`config.mk`:
```
export PLATFORM = sky130hd
export DESIGN_NAME = seq_shifter
export DESIGN_NICKNAME = d
export VERILOG_FILES = /design/src/rtl/seq_shifter.sv
export SDC_FILE = /design/constraint.sdc
export NUM_CORES = 1
export LEC_CHECK = 0
export ABC_AREA = 0
export CORE_UTILIZATION = 48
export DETAILED_ROUTE_END_ITERATION = 7
export PLACE_DENSITY = 0.79
export SYNTH_ARGS = -nofsm -noshare
export SYNTH_HDL_FRONTEND = slang
export SYNTH_SLANG_ARGS = --single-unit
export TNS_END_PERCENT = 20
```
`constraint.sdc`:
```
create_clock -name clk -period 2.2 [get_ports clk]
set_clock_uncertainty 0.15 [all_clocks]
set_input_delay 0.44 -clock clk [delete_from_list [all_inputs] [get_ports clk]]
set_output_delay 0.44 -clock clk [all_outputs]
set_load 0.01 [all_outputs]
```
`src/rtl/seq_shifter.sv`:
```
// Multi-cycle barrel-free shifter: shifts an N-bit operand one bit per clock
// (LSL/LSR/ASR/ROL/ROR) and reports the final value, last bit out and zero flag.
module seq_shifter #(
    parameter int unsigned N = 8
) (
    input  logic         clk,
    input  logic         rst,
    input  logic         start,
    input  logic [N-1:0] a,
    input  logic [N-1:0] b,
    input  logic [2:0]   mode,
    output logic [N-1:0] result,
    output logic         carry,
    output logic         zero,
    output logic         busy,
    output logic         done
);

    localparam int unsigned CW = $clog2(N + 1);
    localparam logic [N-1:0] N_VAL = N'(N);

    localparam logic [2:0] M_LSL = 3'd0;
    localparam logic [2:0] M_LSR = 3'd1;
    localparam logic [2:0] M_ASR = 3'd2;
    localparam logic [2:0] M_ROL = 3'd3;
    localparam logic [2:0] M_ROR = 3'd4;

    typedef enum logic [1:0] {
        IDLE  = 2'd0,
        SHIFT = 2'd1,
        DONE  = 2'd2
    } state_t;

    state_t        state;
    logic [N-1:0]  work;
    logic [2:0]    mode_q;
    logic [CW-1:0] cnt;

    logic [CW-1:0] k_c;
    logic [N-1:0]  shift_val_c;
    logic          shift_cy_c;

    assign result = work;

    // Step count for a new request: linear shifts saturate at N, rotates wrap.
    always_comb begin
        k_c = '0;
        case (mode)
            M_LSL, M_LSR, M_ASR: k_c = (b >= N_VAL) ? CW'(N) : CW'(b);
            M_ROL, M_ROR:        k_c = CW'(b % N_VAL);
            default:             k_c = '0;
        endcase
    end

    // One-bit step of the working register under the latched mode.
    always_comb begin
        shift_val_c = work;
        shift_cy_c  = carry;
        case (mode_q)
            M_LSL: begin
                shift_val_c = {work[N-2:0], 1'b0};
                shift_cy_c  = work[N-1];
            end
            M_LSR: begin
                shift_val_c = {1'b0, work[N-1:1]};
                shift_cy_c  = work[0];
            end
            M_ASR: begin
                shift_val_c = {work[N-1], work[N-1:1]};
                shift_cy_c  = work[0];
            end
            M_ROL: begin
                shift_val_c = {work[N-2:0], work[N-1]};
                shift_cy_c  = work[N-1];
            end
            M_ROR: begin
                shift_val_c = {work[0], work[N-1:1]};
                shift_cy_c  = work[0];
            end
            default: begin
                shift_val_c = work;
                shift_cy_c  = carry;
            end
        endcase
    end

    // Control FSM and datapath; busy/done are flopped alongside the state.
    always_ff @(posedge clk) begin
        if (rst) begin
            state  <= IDLE;
            work   <= '0;
            mode_q <= '0;
            cnt    <= '0;
            carry  <= 1'b0;
            zero   <= 1'b1;
            busy   <= 1'b0;
            done   <= 1'b0;
        end else begin
            case (state)
                IDLE: begin
                    if (start) begin
                        work   <= a;
                        mode_q <= mode;
                        cnt    <= k_c;
                        carry  <= 1'b0;
                        zero   <= (a == '0);
                        busy   <= 1'b1;
                        if (k_c != '0) begin
                            state <= SHIFT;
                            done  <= 1'b0;
                        end else begin
                            state <= DONE;
                            done  <= 1'b1;
                        end
                    end
                end
                SHIFT: begin
                    work  <= shift_val_c;
                    carry <= shift_cy_c;
                    zero  <= (shift_val_c == '0);
                    cnt   <= cnt - CW'(1);
                    if (cnt == CW'(1)) begin
                        state <= DONE;
                        done  <= 1'b1;
                    end
                end
                DONE: begin
                    state <= IDLE;
                    busy  <= 1'b0;
                    done  <= 1'b0;
                end
                default: begin
                    state <= IDLE;
                    busy  <= 1'b0;
                    done  <= 1'b0;
                end
            endcase
        end
    end

endmodule

```
==> metrics, run 1 <==
status completed; number of maximum-capacitance violations 0; Clock Latency Late Sink between 0.2 and 0.3 ns; wire length of the first global-routing pass between 5 and 6 mm; number of antenna diodes 0; launching element type of the critical path input port; slowest library cell on the worst path sky130_fd_sc_hd__or4_1; Register Area ~400 sq um; total number of nets in the final design 217; cells taking the most area after synthesis sky130_fd_sc_hd__dfxtp_1 (32%), sky130_fd_sc_hd__mux2i_1 (15%), sky130_fd_sc_hd__a21oi_1 (7.1%); most area-hungry cell type in the Yosys netlist sky130_fd_sc_hd__dfxtp_1; count of TritonRoute iterations in the first routing pass 4; instance count after placement with tap cells included 216; Post-Route WL about 3.4 mm; buffers added on ports 33; initial DRC count 53; worst relative slew slack between 60% and 70%; via count of the first global-routing pass approximately 1,200; DRT antenna net count 0; Chip Height 53.36 um; Hold WS about 0.34 ns; Yosys warning total 0; initial antenna violation count 0; VDD IR max about 520 uV; number of rows created at floorplan 18; areal power density over the cells between 600 and 700 nW/um^2; CTS sink count 20; flop and latch count out of synthesis 20; top-area cell type share of the netlist area between 30% and 40%; summed instance area of the synthesized netlist about 1300 sq um; clk buf depth 2; biggest cell delay along the critical path 0.53 ns; Starting Density roughly 50%; share of synthesized registers carrying an async set or reset 0%; TritonCTS clock tree yes; maximum fanout encountered on the critical timing path 3; Yosys cell types 38; filler cell count 195; maximum number of pins on one net before global-route repair 14; root buffer cell sky130_fd_sc_hd__clkbuf_4; signed area change from the synthesized netlist to the final layout 34.68%; area enclosed by the die boundary between 2000 and 3000 sq um; kind of cell with the highest combined delay on the critical path simple AND/OR/NAND/NOR gates; number of clock buffers inserted by TritonCTS 3; Cell Chain, Critical Path clkdlybuf4s50_1 > or4_1 > nor2_2 > o21a_1 > a21oi_1 > or3_1 > a21oi_1; max-slew violations 0; Via density ~6; slew at the pin closest to its max-slew limit about 0.5 ns; data arrival time of the critical path approximately 2.1 ns; Chip Width around 53 um; gpl congestion between 0.9 and 1; via count roughly 1,300; DRC violations left 0; Tot GR Track Use 26.30%; Ports 34; Top cell by count, worst path sky130_fd_sc_hd__a21oi_1; number of buffers inserted for hold repair after clock tree synthesis 0; average footprint of a synthesized cell 8.169 sq um; final count of hold timing violations 0; required time at the worst-slack endpoint approximately 2.3 ns; ratio of final minimum period to clock period 93.72%; H-tree levels 1; static leakage power ~0.64 nW; total nets after synthesis ~180; top_reg_cell synth sky130_fd_sc_hd__dfxtp_1; post-DP HPWL 2.665 mm; Synth top cells by count sky130_fd_sc_hd__dfxtp_1 (20), sky130_fd_sc_hd__nand2_1 (20), sky130_fd_sc_hd__mux2i_1 (19); Core Region 2477 sq um; final non-filler cell total approximately 220; RSZ-0062 raised after global routing no; sequential share of the synthesized area a little under a third; combined area of the multi-input logic cells 817.0 sq um; final critical delay including setup and external delays about 2.1 ns; cell count after synthesis 155; Reg clk slew, reported paths 0.11 ns; total power approximately 1.0 mW; startpoint-to-endpoint class of the critical path input port to flip-flop; Remaining Overflow, GRT 0; highest achievable clock rate approximately 0.48 GHz; worst path bufs/invs 1; average routed wire per standard cell 15.46 um; kind of capture point of the worst setup path flip-flop; path type of the worst min-delay path flip-flop to flip-flop; layout cell share with drive strength beyond 1 9.896%; Post-synth EDFFs 0; final setup violation count 0
[flip-flops by register name, indices dropped and copies added (netlist names)]
name / flops
cnt: 4
mode_q: 3
result: 8
carry: 1
state: 1
busy: 1
zero: 1
done: 1
[logic make-up after synthesis]
group                    share of synthesized area, %
XOR/XNOR                                        2.174
flip-flops                                      31.62
multiplexers                                    15.91
buffers and inverters                           4.348
AO/OA/AOI/OAI                                   23.32
AND/OR/NAND/NOR                                 20.65
adder cells (fa/ha/maj)                         1.976
[worst paths after layout]
path | startpoint | to | slack (ns) | depth (start not counted)
max | b[7] | cnt[2] | 0.14 | 7
max reg2reg | mode_q[0] | zero | 0.20 | 6
min reg2reg | busy | busy | 0.34 | 2
min | busy | busy | 0.34 | 2
[final cells by class]
class | count | share of cell area, %
sequential | 20 | 23.55
inverter | 4 | 0.8804
multi-input combinational | 122 | 47.91
timing repair buffer | 42 | 23.33
clock buffer | 4 | 2.128
tap | 30 | 2.201
[per-stage QoR]
stage	cell area [sq um]	setup slack, ns	setup TNS (ns)	utilization [%]
finish	1705	0.1381	0	68.84
global route	1705	0.01269	0	68.84
detailed placement	1647	-0.1798	-0.6105	66.46
CTS	1683	0.1178	0	67.93
floorplan	1266	0.2458	0	-
global placement	1647	-0.1483	-0.4370	66.46
[tightest hold or removal path: stages, from the launching register on]
cell and delay, ns:
sky130_fd_sc_hd__dfxtp_1 0.33, sky130_fd_sc_hd__nand2b_1 0.06, sky130_fd_sc_hd__a21oi_1 0.06
[layer usage]
layer / GRT usage [%] / vias to the layer above / wire length (um)
met2: 44.79 / 42 / 1728
met3: 2.586 / 6 / 173
met1: 34.37 / 622 / 1468
li1: - / 653 / -
met5: 0 / - / 0
met4: 7.895 / 0 / 61
[power by group]
group | switching [mW] | total [mW] | internal, mW
combinational | 0.184 | 0.381 | 0.196
clock | 0.106 | 0.206 | 0.101
sequential | 0.0549 | 0.457 | 0.402
total | 0.345 | 1.04 | 0.699
[layout by cell type, fill, tap and decap left out, types with 2 or more instances in the layout]
cell type | synthesis | layout
sky130_fd_sc_hd__clkdlybuf4s50_1 | 0 | 33
sky130_fd_sc_hd__ha_1 | 2 | 2
sky130_fd_sc_hd__nor4_1 | 5 | 5
sky130_fd_sc_hd__mux2i_1 | 19 | 19
sky130_fd_sc_hd__o221ai_1 | 6 | 6
sky130_fd_sc_hd__nor2_2 | 2 | 2
sky130_fd_sc_hd__o21ai_0 | 5 | 5
sky130_fd_sc_hd__nor2_1 | 10 | 10
sky130_fd_sc_hd__o21a_1 | 2 | 2
sky130_fd_sc_hd__nand2_1 | 20 | 20
sky130_fd_sc_hd__o22a_1 | 2 | 2
sky130_fd_sc_hd__a21oi_1 | 18 | 18
sky130_fd_sc_hd__nand2b_1 | 2 | 2
sky130_fd_sc_hd__nor3_1 | 3 | 3
sky130_fd_sc_hd__o211ai_1 | 3 | 3
sky130_fd_sc_hd__clkbuf_4 | 0 | 3
sky130_fd_sc_hd__nor2b_1 | 2 | 2
sky130_fd_sc_hd__nand3_1 | 3 | 3
sky130_fd_sc_hd__buf_4 | 1 | 9
sky130_fd_sc_hd__dfxtp_1 | 20 | 19
sky130_fd_sc_hd__a311oi_1 | 2 | 2
sky130_fd_sc_hd__inv_1 | 4 | 4
[repair_timing]
| item | CTS | global route |
|---|---|---|
| endpoints found under the setup margin | 0 | 2 |
| resized for setup | 0 | 3 |
| setup buffers | 0 | 2 |
(Power assumes the default switching activity.)
==> run 2: changes to the inputs <==
Settings changed: CORE_MARGIN set to 3, SETUP_SLACK_MARGIN set to 0.02.
==> run 2 against run 1 <==
- fmax grew 0.36%
- sequential share of layout area up 0.065 points
- count of clock-buffer cells in the layout is the same
- register-to-register slack better by 0.02 ns
- hold slack gained 0.010 ns
- utilization rose by 3.0 points
- final area shrank 0.59%
- die area rose by 16%
- final cell count fell by 0.90%
- largest power group unchanged
- highest routed layer unchanged
==> metrics, run 2 (synthesized netlist as in run 1, its figures left out) <==
via count 1,286; flip-flop count of the largest register, all copies and words added 8; Remaining Overflow, GRT 0; area enclosed by the die boundary around 3300 sq um; worst relative slew slack a little over two thirds; number of antenna diodes 0; startpoint-to-endpoint class of the critical path input port to flip-flop; Chip Height 57.36 um; instance count after placement with tap cells included 214; number of rows created at floorplan 17; DRC violations left 0; root buffer cell sky130_fd_sc_hd__clkbuf_4; highest achievable clock rate 0.4867 GHz; required time at the worst-slack endpoint approximately 2.3 ns; Post-Route WL 3.354 mm; clk buf depth 2; data arrival time of the critical path around 2.1 ns; kind of capture point of the worst setup path flip-flop; total number of nets in the final design between 200 and 250; commonest cells after routing, fill and taps aside sky130_fd_sc_hd__clkdlybuf4s50_1 (33), sky130_fd_sc_hd__nand2_1 (20), sky130_fd_sc_hd__dfxtp_1 (20); Clock Latency Late Sink ~0.31 ns; Gates resized, CTS repair 0; number of clock buffers inserted by TritonCTS 3; worst path bufs/invs 1; average routed wire per standard cell roughly 15 um; final count of hold timing violations 0; slowest library cell on the worst path sky130_fd_sc_hd__or4_1; Via density between 5 and 6; final non-filler cell total between 200 and 250; initial antenna violation count 0; ratio of final minimum period to clock period about 93%; Core Region between 2000 and 2500 sq um; Starting Density 53.63%; maximum number of pins on one net before global-route repair 14; TritonCTS clock tree yes; wire length of the first global-routing pass 5.899 mm; max-slew violations 0; most common cell after layout, fill and taps aside sky130_fd_sc_hd__clkdlybuf4s50_1; gpl congestion 0.8542; final setup violation count 0; Chip Width around 57 um; RSZ-0062 raised after global routing no; status completed; Tot GR Track Use about 23%; Ports 34; slew at the pin closest to its max-slew limit around 0.45 ns; VDD IR max approximately 530 uV; post-DP HPWL 2.667 mm; path type of the worst min-delay path flip-flop to flip-flop; buffers added on ports 33; DRT antenna net count 0; launching element type of the critical path input port; signed area change from the synthesized netlist to the final layout 33.89%; static leakage power roughly 0.64 nW; final critical delay including setup and external delays 2.055 ns; initial DRC count 83; Reg2Reg Setup Slack about 0.22 ns; layout cell share with drive strength beyond 1 8.854%; H-tree levels 1; number of maximum-capacitance violations 0; biggest cell delay along the critical path about 0.53 ns; Reg clk slew, reported paths roughly 0.11 ns; kind of cell with the highest combined delay on the critical path simple AND/OR/NAND/NOR gates; via count of the first global-routing pass approximately 1,300; maximum fanout encountered on the critical timing path 3; CTS sink count 20; count of TritonRoute iterations in the first routing pass 4; Cell Chain, Critical Path clkdlybuf4s50_1 > or4_1 > nor2_2 > o21a_1 > a21oi_1 > or3_1 > a21oi_1; areal power density over the cells ~620 nW/um^2; Top cell by count, worst path sky130_fd_sc_hd__a21oi_1; Hold WS 0.3494 ns
run 2: layout make-up:
class                           count  area [sq um]
Multi-Input combinational cell    122         810.8
Tap cell                           28         35.03
Sequential cell                    20         400.4
Inverter                            4         15.01
Fill cell                         187         665.6
Timing Repair Buffer               42         397.9
Clock buffer                        4         36.28
run 2: repair_timing:
item	in CTS	in global routing
hold buffers	0	0
buffers inserted	0	2
hold endpoints to repair	0	0
endpoints found under the setup margin	0	1
run 2: worst paths after layout:
path	cells past startpoint	startpoint	endpoint
max	7	b[7]	cnt[2]
min	2	busy	busy
max reg2reg	6	mode_q[1]	zero
min reg2reg	2	busy	busy
run 2: layer usage:
metal	vias up	part of all wire (%)	track usage [%]
li1	651	-	-
met4	0	1.3	7.285
met1	592	46	30.56
met3	7	4.5	4.977
met5	-	0	0
met2	36	48	35.32
run 2: tightest hold or removal path, cell delays in order (launching register included):
cell and delay (ns):
sky130_fd_sc_hd__dfxtp_1 0.34, sky130_fd_sc_hd__nand2b_1 0.07, sky130_fd_sc_hd__a21oi_1 0.06
run 2: where the power goes:
part           total, mW  internal, mW  switching, mW
Sequential         0.452         0.401         0.0509
Clock              0.215         0.101          0.114
Combinational      0.377         0.195          0.182
run 2: metrics by stage:
step | setup TNS, ns | area [sq um] | utilization [%] | total power, mW | worst slack (ns)
3_3_place_gp | -0.4225 | 1644 | 69.63 | 0.8161 | -0.1424
4_1_cts | 0 | 1680 | 71.17 | 1.041 | 0.1596
2_1_floorplan | 0 | 1266 | - | 0.6731 | 0.2458
3_5_place_dp | -0.5506 | 1644 | 69.63 | 0.8291 | -0.1666
6_report | 0 | 1695 | 71.81 | 1.044 | 0.1455
5_1_grt | 0 | 1695 | 71.81 | 1.119 | 0.02328
==> run 3: changes to the inputs <==
Settings changed: CAP_MARGIN set to 20, HOLD_SLACK_MARGIN set to 0.12, SKIP_CTS_REPAIR_TIMING set to 1.
==> results of run 3 <==
Same layout as run 2: the final DEF is identical, and so are final timing and power.
